## config.mk

```make
export PLATFORM = sky130hd
export DESIGN_NAME = simon_round_ctrl
export DESIGN_NICKNAME = d
export VERILOG_FILES = /design/src/rtl/simon_round_ctrl.sv
export SDC_FILE = /design/constraint.sdc
export NUM_CORES = 1
export LEC_CHECK = 0
export CORE_ASPECT_RATIO = 1.4
export CORE_MARGIN = 5
export CORE_UTILIZATION = 56
export CTS_CLUSTER_DIAMETER = 80
export DETAILED_ROUTE_END_ITERATION = 10
export HOLD_SLACK_MARGIN = 0.06
export PLACE_DENSITY = 0.92
export SLEW_MARGIN = 0
export SYNTH_ARGS = -nofsm -noshare
export SYNTH_HDL_FRONTEND = slang
export SYNTH_SLANG_ARGS = --single-unit
```

## constraint.sdc

```tcl
create_clock -name clk -period 3.8 [get_ports clk]
set_input_delay 0.95 -clock clk [delete_from_list [all_inputs] [get_ports clk]]
set_output_delay 0.95 -clock clk [all_outputs]
set_load 0.03 [all_outputs]
```

## src/rtl/simon_round_ctrl.sv

```systemverilog
// simon_round_ctrl
// Round sequencer for a multi-level Simon game. It captures a MAX_LEN-colour
// pattern on start and then runs one round per level. Each round plays
// colours 0..level-1 on the one-hot LEDs with timed on/off gaps. It then
// checks the player's presses in order, with an inactivity timeout. At the
// end of a round it advances the level or finishes the game in WIN or LOSE.
//
// Ports
//   clk         in   rising-edge system clock
//   reset       in   asynchronous active-high reset, forces IDLE
//   start       in   1-cycle pulse, begins a new game (ignored while busy)
//   pattern_in  in   colour i at bits [2i+1:2i], 0=B 1=G 2=R 3=Y
//   btn_valid   in   1-cycle pulse, player pressed btn_color
//   btn_color   in   colour pressed, qualified by btn_valid
//   led         out  one-hot colour display, bit n = colour n
//   level       out  current level 1..MAX_LEN, 0 after reset
//   busy        out  high in every state except IDLE/WIN/LOSE
//   round_ok    out  1-cycle pulse in LEVEL_UP
//   win         out  high while in WIN
//   lose        out  high while in LOSE
//   state_dbg   out  state encoding for the HEX display
module simon_round_ctrl #(
  parameter int MAX_LEN   = 8,
  parameter int ON_TICKS  = 4,
  parameter int OFF_TICKS = 2,
  parameter int TIMEOUT   = 64
) (
  input  logic                   clk,
  input  logic                   reset,
  input  logic                   start,
  input  logic [2*MAX_LEN-1:0]   pattern_in,
  input  logic                   btn_valid,
  input  logic [1:0]             btn_color,
  output logic [3:0]             led,
  output logic [3:0]             level,
  output logic                   busy,
  output logic                   round_ok,
  output logic                   win,
  output logic                   lose,
  output logic [3:0]             state_dbg
);

  // One timer serves playback on/off phases and the input timeout, so it is
  // sized for the longest of the three intervals.
  localparam int MAXT_A = (ON_TICKS > OFF_TICKS) ? ON_TICKS : OFF_TICKS;
  localparam int MAXT   = (MAXT_A > TIMEOUT) ? MAXT_A : TIMEOUT;
  localparam int TW     = (MAXT > 1) ? $clog2(MAXT) : 1;

  localparam logic [TW-1:0] ON_LAST    = TW'(ON_TICKS - 1);
  localparam logic [TW-1:0] OFF_LAST   = TW'(OFF_TICKS - 1);
  localparam logic [TW-1:0] TO_LAST    = TW'(TIMEOUT - 1);
  localparam logic [3:0]    LAST_LEVEL = 4'(MAX_LEN);

  // idx and level are 4 bits wide, so longer games cannot be represented.
  generate
    if (MAX_LEN < 1 || MAX_LEN > 15) begin : g_bad_max_len
      $error("simon_round_ctrl: MAX_LEN must be in 1..15");
    end
    if (ON_TICKS < 1 || OFF_TICKS < 1 || TIMEOUT < 2) begin : g_bad_ticks
      $error("simon_round_ctrl: ON_TICKS/OFF_TICKS >= 1 and TIMEOUT >= 2 required");
    end
  endgenerate

  typedef enum logic [2:0] {
    IDLE     = 3'd0,
    LOAD     = 3'd1,
    SHOW_ON  = 3'd2,
    SHOW_OFF = 3'd3,
    WAIT_IN  = 3'd4,
    LEVEL_UP = 3'd5,
    WIN      = 3'd6,
    LOSE     = 3'd7
  } state_t;

  state_t               state_q, state_d;
  logic [3:0]           level_q, level_d;
  logic [3:0]           idx_q, idx_d;
  logic [TW-1:0]        timer_q, timer_d;
  logic [2*MAX_LEN-1:0] pat_q, pat_d;

  logic [1:0] curColor;
  logic       idxIsLast;

  // Shifting the pattern and truncating picks colour idx without an
  // out-of-range part-select when idx points past the stored colours.
  assign curColor  = 2'(pat_q >> {idx_q, 1'b0});
  assign idxIsLast = (idx_q == level_q - 4'd1);

  always_ff @(posedge clk or posedge reset) begin
    if (reset) begin
      state_q <= IDLE;
      level_q <= '0;
      idx_q   <= '0;
      timer_q <= '0;
      pat_q   <= '0;
    end else begin
      state_q <= state_d;
      level_q <= level_d;
      idx_q   <= idx_d;
      timer_q <= timer_d;
      pat_q   <= pat_d;
    end
  end

  // Next-state logic. The timer restarts on every phase change so each
  // phase lasts exactly its tick count. A press in WAIT_IN is examined
  // before the timeout, so a press on the final idle cycle still counts.
  always_comb begin
    state_d = state_q;
    level_d = level_q;
    idx_d   = idx_q;
    timer_d = timer_q;
    pat_d   = pat_q;
    case (state_q)
      IDLE, WIN, LOSE: begin
        if (start) state_d = LOAD;
      end
      LOAD: begin
        pat_d   = pattern_in;
        level_d = 4'd1;
        idx_d   = '0;
        timer_d = '0;
        state_d = SHOW_ON;
      end
      SHOW_ON: begin
        if (timer_q == ON_LAST) begin
          timer_d = '0;
          state_d = SHOW_OFF;
        end else begin
          timer_d = timer_q + 1'b1;
        end
      end
      SHOW_OFF: begin
        if (timer_q == OFF_LAST) begin
          timer_d = '0;
          if (idxIsLast) begin
            idx_d   = '0;
            state_d = WAIT_IN;
          end else begin
            idx_d   = idx_q + 4'd1;
            state_d = SHOW_ON;
          end
        end else begin
          timer_d = timer_q + 1'b1;
        end
      end
      WAIT_IN: begin
        if (btn_valid) begin
          timer_d = '0;
          if (btn_color != curColor) begin
            state_d = LOSE;
          end else if (!idxIsLast) begin
            idx_d = idx_q + 4'd1;
          end else if (level_q == LAST_LEVEL) begin
            state_d = WIN;
          end else begin
            state_d = LEVEL_UP;
          end
        end else if (timer_q == TO_LAST) begin
          timer_d = '0;
          state_d = LOSE;
        end else begin
          timer_d = timer_q + 1'b1;
        end
      end
      LEVEL_UP: begin
        level_d = level_q + 4'd1;
        idx_d   = '0;
        timer_d = '0;
        state_d = SHOW_ON;
      end
      default: state_d = IDLE;
    endcase
  end

  // All outputs are decoded from registered state only.
  assign led       = (state_q == SHOW_ON) ? (4'b0001 << curColor) : 4'b0000;
  assign level     = level_q;
  assign busy      = (state_q != IDLE) && (state_q != WIN) && (state_q != LOSE);
  assign round_ok  = (state_q == LEVEL_UP);
  assign win       = (state_q == WIN);
  assign lose      = (state_q == LOSE);
  assign state_dbg = {1'b0, state_q};

endmodule
```

==> results of run 1 <==
where the power goes:
group	internal, mW	switching [mW]	leakage [nW]
combinational	0.621	0.720	0.574
sequential	0.502	0.165	0.409
clock	0.213	0.132	0.0574
sequential cells by signal, indices dropped and copies added, names as in the netlist:
signal	flops
level	4
idx_q	4
timer_q	6
state_q	3
pat_q	16
placed cells by master (no fill, tap or decap), types with 4 or more instances in the layout:
master	count
nor2_1	15
dfrtp_1	33
nor3_1	7
nor2b_1	4
inv_1	7
xor2_1	5
clkdlybuf4s50_1	36
o21ai_0	12
a21oi_1	13
nand3b_1	4
nand2_1	16
buf_4	5
mux2_2	17
clkbuf_8	6
ha_1	5
metrics by stage:
stage               util [%]  std cells  worst slack (ps)
finish                  73.9        283               263
CTS                     73.9        283               255
detailed placement      70.4        275               569
global placement        70.4        275               634
floorplan                  -        205              1070
global route            73.9        283               135
worst paths after layout:
path                                          end  slack (ps)  depth (start not counted)
setup / recovery                           led[2]         260                          5
hold / removal               pat_q[7]$_DFFE_PP0P_         520                          1
setup reg to reg             idx_q[3]$_DFFE_PP0P_        1310                          6
hold reg to reg              pat_q[7]$_DFFE_PP0P_         520                          1
max in group asynchronous    pat_q[1]$_DFFE_PP0P_        2460                          3
min in group asynchronous  timer_q[1]$_DFFE_PP0P_        1040                          3
cell type report:
class	count	share of cell area (%)
Sequential cell	33	32.8
Clock inverter	2	1.49
Tap cell	40	1.99
Inverter	7	1.04
Clock buffer	6	3.28
Multi-Input combinational cell	154	43.7
Timing Repair Buffer	41	15.8
worst register-to-register path: cells and delay by family (launching register included):
kind	cells	cell delay (ps)
simple gates	2	700
compound gates	3	640
mux	1	550
flops	1	540
cells by family after synthesis:
group / after synthesis / synth area share (%)
xor+xnor: 8 / 3.86
flops: 33 / 41.1
fa+ha+maj: 5 / 3.12
simple gates: 66 / 16.5
mux: 24 / 15.0
compound gates: 50 / 16.2
other cells: 1 / 0.187
buf+inv: 18 / 4.05
per-layer routing:
| layer | vias up | GRT usage [%] | wire length, um |
|---|---|---|---|
| met4 | 0 | 9.98 | 159 |
| met5 | - | 0 | 0 |
| met2 | 63 | 35.5 | 2440 |
| met3 | 17 | 3.97 | 219 |
| met1 | 838 | 24.0 | 1700 |
| li1 | 819 | - | - |
==> metrics.yaml, run 1 <==
status: "finished clean"
final.setup_skew_ps: 11.7
hold_ws_ps: 520
clkTransAtPathRegs_ps: 70
rows: 25
fin_crit_sh_pct: 93.1
htreeDepth: 2
ys_seq_area_share_pct: 41.1
cp.required_ps: 2850
synthCells: 205
globalRouteTotalUtil_pct: 20.7
area_growth_pct: 25.5
root_buffer: "clkbuf_8"
cts_hold_buf: 0
multi_input_area_sq_um: 1100
path_cells: "mux4_2, a22o_1, nand2b_1, nor2_1, clkdlybuf4s50_1"
drv_cap: 0
min_from: "pat_q[7]$_DFFE_PP0P_"
cts_tree: "yes"
clock_tree.buffer_depth: 2
setup_violations: 0
crit_path_end_kind: "output port"
slew_violations: 0
die_area_sq_um: 4900
cts_buffers: 5
ys_warn_count: 0
critPathLaunchType: "flop"
wl_per_cell_um: 16.0
synth_top_cells_by_count: "dfrtp_1, mux2_2, nand2_1"
clock-sinks: 33
startpoint: "idx_q[0]$_DFFE_PP0P_"
fp.coreArea_sq_um: 3410
routed_via_density: 6.14
ys_seq_elements: 33
min_period_ps: 3540
initial_utilization_pct: 58.9
hpwl_mm: 3.45
critical_path_peak_fanout: 8
cts_setup_buffers: 0
ant_nets: 0
path_delay_family: "buffers and inverters"
grt_overflow: 0
total_leakage_power_nw: 1.04
clk_latency_ps: 290
drtPass1Iterations: 4
syn_nets: 232
drt_iter0_drc: 94
netlist_top_cells_area: "dfrtp_1, mux2_2, mux4_2"
die_w_um: 60.6
synth.distinct_cells: 47
netlist_area_sq_um: 2010
port_buffers: 36
fin_area_sq_um: 2520
rsz0062_at_grt: "no"
path_buf_inv: 1
grt_max_degree: 34
place_congestion: 0.868
cp_slowest_cell: "clkdlybuf4s50_1"
drc: 0
first_global_vias: 1650
placed_area_sq_um: 2400
worstPathArrival_ps: 2590
fillers: 243
drive_above_1_share_pct: 15.6
wl_mm: 4.52
ioPinCount: 38
synth_edf_count: 0
seqCellArea_sq_um: 826
syn_area_per_cell_sq_um: 9.80
synth_top_area_cell: "dfrtp_1"
critPathKind: "flop to output port"
num_vias: 1737
antenna_cells: 0
async_flop_share_pct: 100
grt_first_pass_wirelength_mm: 7.56
power_density_nw_per_um2: 933
fin_setup_tns_ps: 0
die_h_um: 80.9
worst_r2r_startpoint: "idx_q[1]$_DFFE_PP0P_"
hold_violations: 0
holdCritPathClass: "flop to flop"
ir_worst_vdd_uv: 633
antenna_found_initial: 0
clock.fmax_mhz: 283
post_cts_resized: 0
synth_top_area_share_pct: 41.1
synth.most_common_cell: "dfrtp_1"
slowest_delay_ps: 680
num-nets-final: 269
power_mw: 2.35
synth-main-ff-cell: "dfrtp_1"
No activity file was read; power rests on OpenSTA's default activity.
==> run 2, diff against run 1 <==
- SKIP_CTS_REPAIR_TIMING: not set -> 1
==> results of run 2 <==
Final layout, timing and power as in run 1 (identical DEF).
